## src/rtl/vec_reduce_pkg.sv

```systemverilog
// vec_reduce_pkg: shared vector types plus the small IEEE-754 single-precision
// helpers used by the reduction unit.  Floats are carried as 32-bit patterns.
// Denormals are flushed to zero.  NaN is not given special handling.
// Optional feature macro: VEC_REDUCE_MEAN_EN (adds the MEAN op, the SCALE state
// and the multiply helper).
package vec_reduce_pkg;

    typedef enum logic [1:0] {
        VEC_DATA_WRITE_DISABLE,
        VEC_DATA_WRITE_SCALAR,
        VEC_DATA_WRITE_VECTOR
    } VecDataWriteOp_t;

    typedef enum logic [0:0] {
        VEC_DATA_READ_DISABLE,
        VEC_DATA_READ_ENABLE
    } VecDataReadOp_t;

`ifdef VEC_REDUCE_MEAN_EN
    typedef enum logic [1:0] {
        VEC_REDUCE_SUM, VEC_REDUCE_MAX, VEC_REDUCE_MIN, VEC_REDUCE_MEAN
    } VecReduceOp_t;
    typedef enum logic [1:0] {VR_IDLE, VR_ACCUM, VR_SCALE, VR_WRITE} VecReduceState_t;
`else
    typedef enum logic [1:0] {VEC_REDUCE_SUM, VEC_REDUCE_MAX, VEC_REDUCE_MIN} VecReduceOp_t;
    typedef enum logic [1:0] {VR_IDLE, VR_ACCUM, VR_WRITE} VecReduceState_t;
`endif

    // Zero exponent covers both zeros and (flushed) denormals.
    function automatic logic fp_is_zero(logic [31:0] a);
        return a[30:23] == 8'd0;
    endfunction

    // Strict a < b; +0 and -0 compare equal.
    function automatic logic fp_lt(logic [31:0] a, logic [31:0] b);
        logic lt;
        if (fp_is_zero(a) && fp_is_zero(b)) lt = 1'b0;
        else if (fp_is_zero(a))             lt = ~b[31];
        else if (fp_is_zero(b))             lt = a[31];
        else if (a[31] != b[31])            lt = a[31];
        else if (!a[31])                    lt = a[30:0] < b[30:0];
        else                                lt = a[30:0] > b[30:0];
        return lt;
    endfunction

    // a + b, round to nearest even.
    function automatic logic [31:0] fp_add(logic [31:0] a, logic [31:0] b);
        logic [31:0]       x, y;
        logic [26:0]       mx, my, sh;
        logic [27:0]       s;
        logic [24:0]       m;
        logic signed [9:0] e;
        logic [7:0]        d;
        logic              sticky, rnd, found;
        int                lz;
        if (fp_is_zero(a)) return fp_is_zero(b) ? 32'd0 : b;
        if (fp_is_zero(b)) return a;
        // x is the larger magnitude so the result sign is x's sign
        if (a[30:0] >= b[30:0]) begin x = a; y = b; end
        else                    begin x = b; y = a; end
        d  = x[30:23] - y[30:23];
        // hidden bit at 26, three guard/round/sticky bits below the fraction
        mx = {1'b1, x[22:0], 3'b000};
        my = {1'b1, y[22:0], 3'b000};
        if (d > 8'd26) begin
            sh     = '0;
            sticky = 1'b1;
        end else begin
            sh     = my >> d;
            sticky = (sh << d) != my;
        end
        sh[0] = sh[0] | sticky;
        s = (x[31] == y[31]) ? {1'b0, mx} + {1'b0, sh} : {1'b0, mx} - {1'b0, sh};
        if (s == 28'd0) return 32'd0;
        e = $signed({2'b00, x[30:23]});
        if (s[27]) begin
            s = {1'b0, s[27:2], s[1] | s[0]};
            e = e + 10'sd1;
        end else begin
            lz    = 0;
            found = 1'b0;
            for (int i = 26; i >= 0; i--) begin
                if (!found) begin
                    if (s[i]) found = 1'b1;
                    else      lz++;
                end
            end
            s = s << lz;
            e = e - 10'(lz);
        end
        rnd = s[2] & (s[1] | s[0] | s[3]);
        m   = {1'b0, s[26:3]} + {24'd0, rnd};
        if (m[24]) begin
            m = m >> 1;
            e = e + 10'sd1;
        end
        if (e <= 0)   return 32'd0;
        if (e >= 255) return {x[31], 8'hFF, 23'd0};
        return {x[31], e[7:0], m[22:0]};
    endfunction

`ifdef VEC_REDUCE_MEAN_EN
    // a * b, round to nearest even.
    function automatic logic [31:0] fp_mul(logic [31:0] a, logic [31:0] b);
        logic [47:0]       p;
        logic [24:0]       m;
        logic signed [9:0] e;
        logic              g, st;
        if (fp_is_zero(a) || fp_is_zero(b)) return 32'd0;
        p = {24'd0, 1'b1, a[22:0]} * {24'd0, 1'b1, b[22:0]};
        e = $signed({2'b00, a[30:23]}) + $signed({2'b00, b[30:23]}) - 10'sd127;
        if (p[47]) begin
            m = {1'b0, p[47:24]}; g = p[23]; st = |p[22:0]; e = e + 10'sd1;
        end else begin
            m = {1'b0, p[46:23]}; g = p[22]; st = |p[21:0];
        end
        m = m + {24'd0, g & (st | m[0])};
        if (m[24]) begin
            m = m >> 1;
            e = e + 10'sd1;
        end
        if (e <= 0)   return 32'd0;
        if (e >= 255) return {a[31] ^ b[31], 8'hFF, 23'd0};
        return {a[31] ^ b[31], e[7:0], m[22:0]};
    endfunction

    // Elaboration-time float pattern of 1.0/w.
    function automatic logic [31:0] fp_recip(int w);
        int          k;
        longint      q;
        logic [24:0] mant;
        k = 0;
        for (int i = 0; i < 20; i++) if ((1 << (i + 1)) <= w) k = i + 1;
        if ((1 << k) == w) return {1'b0, 8'(127 - k), 23'd0};
        // 2^(k+1)/w lies in (1,2); q holds it with one extra bit for rounding
        q    = (longint'(1) << (k + 25)) / longint'(w);
        mant = 25'((q + 1) >> 1);
        return {1'b0, 8'(126 - k), mant[22:0]};
    endfunction
`endif

endpackage

```

## src/rtl/vec_reduce_alu.sv

```systemverilog
// VecReduceAlu: combinational fold step y = f(a, b).
//   a  : running accumulator
//   b  : next element
//   op : SUM/MEAN add, MAX/MIN select; ties keep a
module VecReduceAlu
    import vec_reduce_pkg::*;
(
    input  logic [31:0]  a,
    input  logic [31:0]  b,
    input  VecReduceOp_t op,
    output logic [31:0]  y
);

    always_comb begin
        y = a;
        case (op)
            VEC_REDUCE_MAX: if (fp_lt(a, b)) y = b;
            VEC_REDUCE_MIN: if (fp_lt(b, a)) y = b;
            default:        y = fp_add(a, b);  // SUM, and the summing phase of MEAN
        endcase
    end

endmodule

```

## src/rtl/vec_reduce.sv

```systemverilog
// vec_reduce: multi-cycle SUM/MAX/MIN reduction of one cache vector, folded one
// element per cycle in lane order, result written back as a scalar cache write.
// Ports:
//   clock, reset (sync, active high)
//   start/op/vec_in/dest_addr/dest_param : request, sampled only in IDLE
//   busy        : any non-IDLE state
//   done        : one-cycle pulse in the write cycle
//   result      : last result, held until the next write cycle
//   write_op/write_addr/write_param/data_out : cache write port
// Optional feature macro: VEC_REDUCE_MEAN_EN adds MEAN (sum, then one SCALE
// cycle multiplying by 1.0/WIDTH).
module vec_reduce
    import vec_reduce_pkg::*;
#(
    parameter  int WIDTH  = 4,
    parameter  int ADDR_W = 2,
    localparam int PW     = (WIDTH > 1) ? $clog2(WIDTH) : 1
)(
    input  logic                   clock,
    input  logic                   reset,
    input  logic                   start,
    input  VecReduceOp_t           op,
    input  logic [WIDTH-1:0][31:0] vec_in,
    input  logic [ADDR_W-1:0]      dest_addr,
    input  logic [PW-1:0]          dest_param,
    output logic                   busy,
    output logic                   done,
    output logic [31:0]            result,
    output VecDataWriteOp_t        write_op,
    output logic [ADDR_W-1:0]      write_addr,
    output logic [PW-1:0]          write_param,
    output logic [WIDTH-1:0][31:0] data_out
);

`ifdef VEC_REDUCE_MEAN_EN
    localparam logic [31:0] RECIP = fp_recip(WIDTH);
`endif

    VecReduceState_t        state_q, state_d;
    logic [PW-1:0]          idx_q, idx_d;
    logic [31:0]            acc_q, acc_d;
    logic [31:0]            result_q, result_d;
    logic [WIDTH-1:0][31:0] vbuf_q, vbuf_d;
    VecReduceOp_t           op_q, op_d;
    logic [ADDR_W-1:0]      addr_q, addr_d;
    logic [PW-1:0]          param_q, param_d;
    logic [31:0]            fold;

    VecReduceAlu u_alu (
        .a  (acc_q),
        .b  (vbuf_q[idx_q]),
        .op (op_q),
        .y  (fold)
    );

    always_ff @(posedge clock) begin
        if (reset) begin
            state_q  <= VR_IDLE;
            idx_q    <= '0;
            acc_q    <= '0;
            result_q <= '0;
            vbuf_q   <= '0;
            op_q     <= VEC_REDUCE_SUM;
            addr_q   <= '0;
            param_q  <= '0;
        end else begin
            state_q  <= state_d;
            idx_q    <= idx_d;
            acc_q    <= acc_d;
            result_q <= result_d;
            vbuf_q   <= vbuf_d;
            op_q     <= op_d;
            addr_q   <= addr_d;
            param_q  <= param_d;
        end
    end

    // Next state
    always_comb begin
        state_d = state_q;
        case (state_q)
            VR_IDLE:  if (start) state_d = (WIDTH == 1) ? VR_WRITE : VR_ACCUM;
            VR_ACCUM: if (idx_q == PW'(WIDTH - 1)) begin
`ifdef VEC_REDUCE_MEAN_EN
                state_d = (op_q == VEC_REDUCE_MEAN) ? VR_SCALE : VR_WRITE;
`else
                state_d = VR_WRITE;
`endif
            end
`ifdef VEC_REDUCE_MEAN_EN
            VR_SCALE: state_d = VR_WRITE;
`endif
            VR_WRITE: state_d = VR_IDLE;
            default:  state_d = VR_IDLE;
        endcase
    end

    // Datapath
    always_comb begin
        idx_d   = idx_q;
        acc_d   = acc_q;
        vbuf_d  = vbuf_q;
        op_d    = op_q;
        addr_d  = addr_q;
        param_d = param_q;
        case (state_q)
            VR_IDLE: if (start) begin
                // snapshot so later cache writes cannot disturb the fold
                vbuf_d  = vec_in;
                acc_d   = vec_in[0];
                idx_d   = PW'(1);
                op_d    = op;
                addr_d  = dest_addr;
                param_d = dest_param;
            end
            VR_ACCUM: begin
                acc_d = fold;
                idx_d = idx_q + PW'(1);
            end
`ifdef VEC_REDUCE_MEAN_EN
            VR_SCALE: acc_d = fp_mul(acc_q, RECIP);
`endif
            default: ;
        endcase
        // result is captured on entry to WRITE and then held
        result_d = result_q;
        if (state_d == VR_WRITE && state_q != VR_WRITE) result_d = acc_d;
    end

    // Outputs decode registered state only
    always_comb begin
        busy        = state_q != VR_IDLE;
        done        = state_q == VR_WRITE;
        write_op    = done ? VEC_DATA_WRITE_SCALAR : VEC_DATA_WRITE_DISABLE;
        data_out    = '0;
        data_out[0] = result_q;
    end

    assign result      = result_q;
    assign write_addr  = addr_q;
    assign write_param = param_q;

endmodule
```

## config.mk

```make
export PLATFORM = sky130hd
export DESIGN_NAME = vec_reduce
export DESIGN_NICKNAME = d
export VERILOG_FILES = /design/src/rtl/vec_reduce_pkg.sv /design/src/rtl/vec_reduce_alu.sv /design/src/rtl/vec_reduce.sv
export SDC_FILE = /design/constraint.sdc
export NUM_CORES = 1
export LEC_CHECK = 0
export BUFFER_PORTS_ARGS = -buffer_cell sky130_fd_sc_hd__buf_2
export CAP_MARGIN = 20
export CORE_UTILIZATION = 43
export CTS_BUF_LIST = sky130_fd_sc_hd__clkbuf_4 sky130_fd_sc_hd__clkbuf_8
export CTS_CLUSTER_DIAMETER = 150
export CTS_CLUSTER_SIZE = 24
export DETAILED_ROUTE_END_ITERATION = 12
export GPL_TIMING_DRIVEN = 0
export PLACE_DENSITY = 0.65
export SYNTH_ARGS = -nofsm -noshare
export SYNTH_HDL_FRONTEND = slang
export SYNTH_SLANG_ARGS = --single-unit
```

## constraint.sdc

```tcl
create_clock -name clock -period 34.9 [get_ports clock]
set_input_delay 10.47 -clock clock [delete_from_list [all_inputs] [get_ports clock]]
set_output_delay 10.47 -clock clock [all_outputs]
set_load 0.05 [all_outputs]
```

* Word-level counts from Yosys, hierarchy flattened *
Index checks and enable logic that the tools add are counted.

operators by class
  $add $sub $neg = 34
  $lt $le $gt $ge = 9
  equality and inequality tests = 12
  shifts and indexed selects = 3
  multiplexer cells = 460
  bitwise operators = 7
  reduce and logical (&&, ||, !) cells = 11

operators by type and width
  operator                                                         count
  two-way mux 32 bit                                               212
  adder 32 x 2 -> 32 bit, second input constant                    26
  two-way mux 27 bit                                               9
  two-way mux 1 bit                                                219
  one-hot mux 32 bit (2 select lines)                              2
  two-way mux 10 bit                                               10
  binary-select mux 32 bit (select 2 bit)                          1
  > comparator 31 bit                                              2
  < comparator 31 bit                                              2
  << shifter 28 x 32 -> 27 bit                                     1
  >= comparator 31 bit                                             1
  adder 27 x 27 -> 28 bit                                          1
  logical NOT 28 bit                                               1
  two-way mux 28 bit                                               1
  subtractor 27 x 27 -> 28 bit                                     1
  != test 27 bit                                                   1
  << shifter 27 x 8 -> 27 bit                                      1
  >> shifter 27 x 8 -> 27 bit                                      1
  adder 24 x 1 -> 25 bit                                           1
  two-way mux 23 bit                                               1
  logical NOT 8 bit                                                2
  adder 10 x 2 -> 10 bit, second input constant                    1
  >= comparator 10 x 9 -> 1 bit, second input constant             1
  less-or-equal comparator 10 x 1 -> 1 bit, second input constant  1
  other kinds (21)                                                 37

storage, ports and cells
  flip-flop bits (word level) = 202
  input port bits = 137
  output and inout port bits = 168
  word-level logic and storage cells = 547

* Longest topological paths before layout *
  depth after elaboration = 270
  depth in mapped cells = 162
  depth with buffers taken out = 147

* By module *
From an unflattened synthesis, not the netlist that was laid out.

second synthesis, totals
  cell total of the unflattened synthesis = 4295
  area, all modules = 29403.2 sq um

modules (own cells, without submodules)
  module        times used  cells an instance  area an instance (sq um)  sequential area each (sq um)
  VecReduceAlu  1           3208               20485.9                   0.0
  vec_reduce    1           1087               8917.3                    4043.9

* Worst setup path before layout *
OpenSTA, ideal clock, no wires.

  path kind = register to register
  start = register idx_q[1]
  end = register acc_q[22]
  library setup time = 0.095 ns
  arrival time = 30.339 ns
  data required time = 34.805 ns
  path slack = 4.466 ns
  stages on the path, launching flop included = 156
  path buffers = 18
  period minus slack after synthesis = 30.434 ns
  cell sequence = dfxtp_1 > buf_2 > buf_2 > buf_2 > mux2_2 > o21ai_0 > inv_1 > ha_1 > nand4_1 > nor4_1 > a21oi_1 > and2_1 > o21ai_2 > buf_4 > buf_6 > buf_2 > buf_1 > clkbuf_1 > (+120 left out) > o211ai_1 > nor4b_1 > nor2_1 > nor2_1 > ha_1 > o21ai_0 > nor4_4 > nand4_2 > buf_2 > nor4b_1 > mux2_1 > and4_1 > a21boi_2 > and2_1 > buf_4 > a31oi_1 > or4_1 > a221oi_1

between the ends
  word-level cells in the longest chain between the ends = 261
  elaborated cells on any way between the ends = 508
  classes of those cells = add/sub (33); order compare (8); eq/ne (4); shift (3); mux (451); bitwise (6); reduce/logical (3)

RTL lines
  what                                        RTL line              source
  start, declared                             vec_reduce.sv:40      logic [PW-1:0] idx_q, idx_d;
  start signal, assigned                      vec_reduce.sv:68      idx_q <= idx_d;
  binary-select mux 32 bit (select 2 bit) *   vec_reduce.sv:51      .b (vbuf_q[idx_q]),
  two-way mux 32 bit (implied by the code) *  vec_reduce.sv:51
  >= comparator 31 bit                        vec_reduce_pkg.sv:59  if (a[30:0] >= b[30:0]) begin x = a; y = b; end
  two-way mux 32 bit (2 in series)            vec_reduce_pkg.sv:59
  two-way mux 32 bit                          vec_reduce_pkg.sv:57  if (fp_is_zero(b)) return a;
  two-way mux 32 bit                          vec_reduce_alu.sv:16  case (op)
  subtractor 8 bit                            vec_reduce_pkg.sv:61  d = x[30:23] - y[30:23];
  >> shifter 27 x 8 -> 27 bit                 vec_reduce_pkg.sv:69  sh = my >> d;
  (+244 left out)                             n/a
  two-way mux 1 bit                           vec_reduce_alu.sv:16
  two-way mux 32 bit                          vec_reduce_pkg.sv:99  return {x[31], e[7:0], m[22:0]};
  two-way mux 32 bit                          vec_reduce_pkg.sv:98  if (e >= 255) return {x[31], 8'hFF, 23'd0};
  two-way mux 32 bit                          vec_reduce_pkg.sv:75  e = $signed({2'b00, x[30:23]});
  two-way mux 32 bit                          vec_reduce_pkg.sv:59
  two-way mux 32 bit                          vec_reduce_pkg.sv:57
  one-hot mux 32 bit (2 select lines) *       vec_reduce_alu.sv:16
  one-hot mux 32 bit (2 select lines) *       vec_reduce.sv:106     case (state_q)
  end signal, assigned                        vec_reduce.sv:60      acc_q <= '0;
  end signal, assigned                        vec_reduce.sv:69      acc_q <= acc_d;
  end, declared                               vec_reduce.sv:41      logic [31:0] acc_q, acc_d;

Mark *: on every way between the ends. The rest lies on a longest branch, timed or not. The select of a mux whose other input is x is not followed.
A chain may end at the register's enable or synchronous reset.

* Final worst setup path *
  start = register idx_q[1]
  end = register acc_q[16]

The elaborated chain is that of the path after synthesis.

==> run_results.csv <==
group,metric,value,unit
outcome,status,"complete, no violations",
timing,fmax,30.0,MHz
clocking,cts_root_buffer,"clkbuf_8",
clocking,clock_latency,0.55,ns
clocking,cts_max_level,1,
detailed_routing,avgViaCountPerCell,6.50,
placement,dp_hpwl,116000,µm
setup_path,cp-end-kind,"flop",
power_and_ir_drop,p_sw,1.74,mW
placement,port-buffer-count,205,
global_routing,grtUsageTotal,40.6,%
global_routing,grt_use_met3,11.0,%
logic_synthesis,ys_top_cells_by_area,"dfxtp_1 14%, nand2_1 8.9%, a21oi_1 7.0%, ha_1 5.1%, o21ai_0 4.9%",
power_and_ir_drop,power.total,2.71,mW
global_routing,grt_pass1_vias,32000,
detailed_routing,drt_iter0_drc,4422,
timing,tns,0,ns
detailed_routing,drc_errors,0,
power_and_ir_drop,swShare,64.1,%
global_routing,antenna_found_initial,3,
final_layout,fin_cells,5405,
global_routing,grt_pass1_wl,208000,µm
logic_synthesis,yosys_most_used_dff,"dfxtp_1",
power_and_ir_drop,ir_drop,57.4,µV
timing,max_slew_margin,13.3,%
setup_path,worstSetupPathType,"flop to flop",
power_and_ir_drop,p_comb_share,86.0,%
final_layout,register_area,0.00405,mm²
setup_path,crit_path_frequent_cell,"ha_1",
logic_synthesis,synth-xor-area-share,5.06,%
run,cap_violations,0,
setup_path,path_max_fanout,28,
final_layout,multi_input_comb_area,0.0231,mm²
final_layout,drive_gt1_share,17.2,%
logic_synthesis,synth_commonest_cells,"677 x nand2_1, 402 x a21oi_1, 313 x nor2_1",
logic_synthesis,synth_top_area_share,14.1,%
clocking,max-clock-path-buffers,3,
timing,tightest_slew,1.30,ns
final_layout,fill_cells,6997,
worst_hold_path,holdCritPathClass,"flop to flop",
detailed_routing,wl_per_cell,26.7,µm
logic_synthesis,synth_top_area_cell,"dfxtp_1",
timing,min_period,33.35,ns
placement,gp_congestion,1.05,
logic_synthesis,syn_area,0.0287,mm²
logic_synthesis,synthAdderAreaFrac,5.28,%
clocking,cts_tree,"built",
power_and_ir_drop,clkPwrFrac,4.2,%
clocking,clk_pin_slew,0.16,ns
detailed_routing,routed_wl,145000,µm
detailed_routing,vias,35100,
final_layout,nets,4796,
logic_synthesis,muxShareOfSynthArea,9.59,%
logic_synthesis,syn_avg_cell_area,6.86,µm²
die,core,0.0659,mm²
global_routing,grt_busiest_layer,"met2",
power_and_ir_drop,p_seq_share,9.8,%
die,die_area,0.0677,mm²
timing,setup_ws,1.55,ns
logic_synthesis,ys_types,129,
global_routing,gr-total-overflow,0,
power_and_ir_drop,power_density,83.0,mW/mm²
die,start_util,43.5,%
setup_path,crit_path_start_kind,"flop",
placement,dp_slack,-5.25,ns
logic_synthesis,ys_seq_area_share,14.1,%
power_and_ir_drop,internal_power,972,µW
logic_synthesis,syn_inst,4180,
global_routing,grt_max_degree,25,
final_layout,area_growth,13.9,%
die,rows,94,
global_routing,met2_usage,62.9,%
logic_synthesis,synth_enable_flop_cells,0,
timing,period_share,95.6,%
logic_synthesis,ys_ff_latch,202,
power_and_ir_drop,leakagePower,13.1,nW
logic_synthesis,synth-compound-area-share,30.8,%
setup_path,crit_arrival,33.82,ns
detailed_routing,ant_nets,0,
clocking,cts_sinks,202,
clocking,cts_buffers,12,
setup_path,max_stage_delay,0.78,ns
setup_path,cp.required,35.37,ns
timing,finalSetupViolations,0,
detailed_routing,drtPass1Iterations,7,
die,die_x,260,µm
timing,slew_viol_final,0,
die,io_pins,305,
placement,dp.cells,5357,
global_routing,use_met1,51.1,%
logic_synthesis,synthSimpleGateAreaFrac,25.5,%
logic_synthesis,yosysWarnings,0,
timing,finClkSkew,0.0497,ns
die,fp.dieH,260,µm
logic_synthesis,ys_async_sr_fraction,0,%
logic_synthesis,synth_top_family_by_area,"compound AO/OA/AOI/OAI gates",
setup_path,critPathSlowestCell,"a221oi_1",
timing,hold_violations,0,
logic_synthesis,yosys.cell_count.top_type,"nand2_1",
layout make-up:
class,count,share of cell area (%)
buffer,416,6.93
multi-input combinational,3496,70.6
tap,864,3.31
clock buffer,13,0.548
timing repair buffer,258,4.35
antenna,1,0.00767
sequential,202,12.4
inverter,154,1.77
clock inverter,1,0.0498
through the flow:
step / util [%] / instance area (µm²) / hold WS (ns)
detailed placement: 47.4 / 31200 / 0.446
global placement: 47.3 / 31100 / 0.440
finish: 49.6 / 32600 / 0.463
global route: 49.6 / 32600 / 0.478
CTS: 48.4 / 31900 / 0.465
floorplan: - / 29000 / 0.433
sequential cells by signal, indices dropped and copies added, names as in the netlist:
signal and count:
acc_q 32, idx_q 2, op_q 2, result 32
state_q 2, vbuf_q 128, write_addr 2, write_param 2
per-layer routing:
layer	share of wire, %	up-vias
li1	-	15800
met1	39	16600
met2	43	2213
met3	11	517
met4	6.4	4
met5	0.020	-
cells in the final DEF (no fill, tap or decap), types with 19 or more instances in the layout:
master and n:
mux2_2 55, buf_2 238, mux4_2 35, inv_1 144, a221oi_1 53, o21ai_0 264, nor4_1 22, and2_1 40
a211oi_1 41, or4_1 19, nor3_1 92, dfxtp_1 201, clkbuf_1 187, o31ai_1 24, nand2_1 672, a22oi_1 34
a21oi_1 392, o21ai_1 25, nand3_1 123, a31oi_1 48, and3_1 24, o22ai_1 25, o21a_1 25, o211ai_1 78
or3_1 39, nand4_1 45, nor2b_1 24, mux2i_1 126, nand2b_1 32, xnor2_1 85, nor2_1 305, xor2_1 37
ha_1 114, conb_1 97, buf_4 183, a21o_1 49, buf_1 26
kinds of logic (layout without fill, tap and decap cells):
| group | Yosys count | in the layout |
|---|---|---|
| xor+xnor | 144 | 144 |
| compound gates | 1346 | 1346 |
| fa+ha+maj | 120 | 120 |
| flops | 202 | 202 |
| buf+inv | 578 | 842 |
| simple gates | 1567 | 1567 |
| other cells | 1 | 98 |
| mux | 222 | 222 |
what timing repair did:
action,in CTS,in global routing
buffers inserted,9,30
pin swaps,10,26
hold endpoints to repair,0,0
resized for setup,104,145
hold buffers,0,0
endpoints found under the setup margin,64,64
critical path, delay by kind of cell, from the launching register on:
family	cells	cell delay, ns
buffers and inverters	24	4.75
xor gates and xnor gates	3	1.15
muxes	13	3.21
adders and majority gates	26	7.84
DFF	1	0.41
and+or+nand+nor	43	7.74
AOI/OAI and AO/OA	42	8.07
final timing paths:
path / slack (ns) / from / to / depth (start not counted)
worst max-delay path: 1.55 / idx_q[1] / acc_q[16] / 151
worst max register to register: 1.55 / idx_q[1] / acc_q[16] / 151
worst min-delay path: 0.46 / vbuf_q[81] / vbuf_q[81] / 2
worst min register to register: 0.46 / vbuf_q[81] / vbuf_q[81] / 2
power by group through the flow:
stage	logic [mW]	registers [mW]	clock network (mW)
after global routing	2.40	0.267	0.121
after detailed placement	2.01	0.270	0
after floorplan	1.32	0.260	0
after CTS	2.09	0.265	0.112
after global placement	2.03	0.270	0
final	2.33	0.267	0.113
Note: power is estimated with default switching activity, not from simulation.
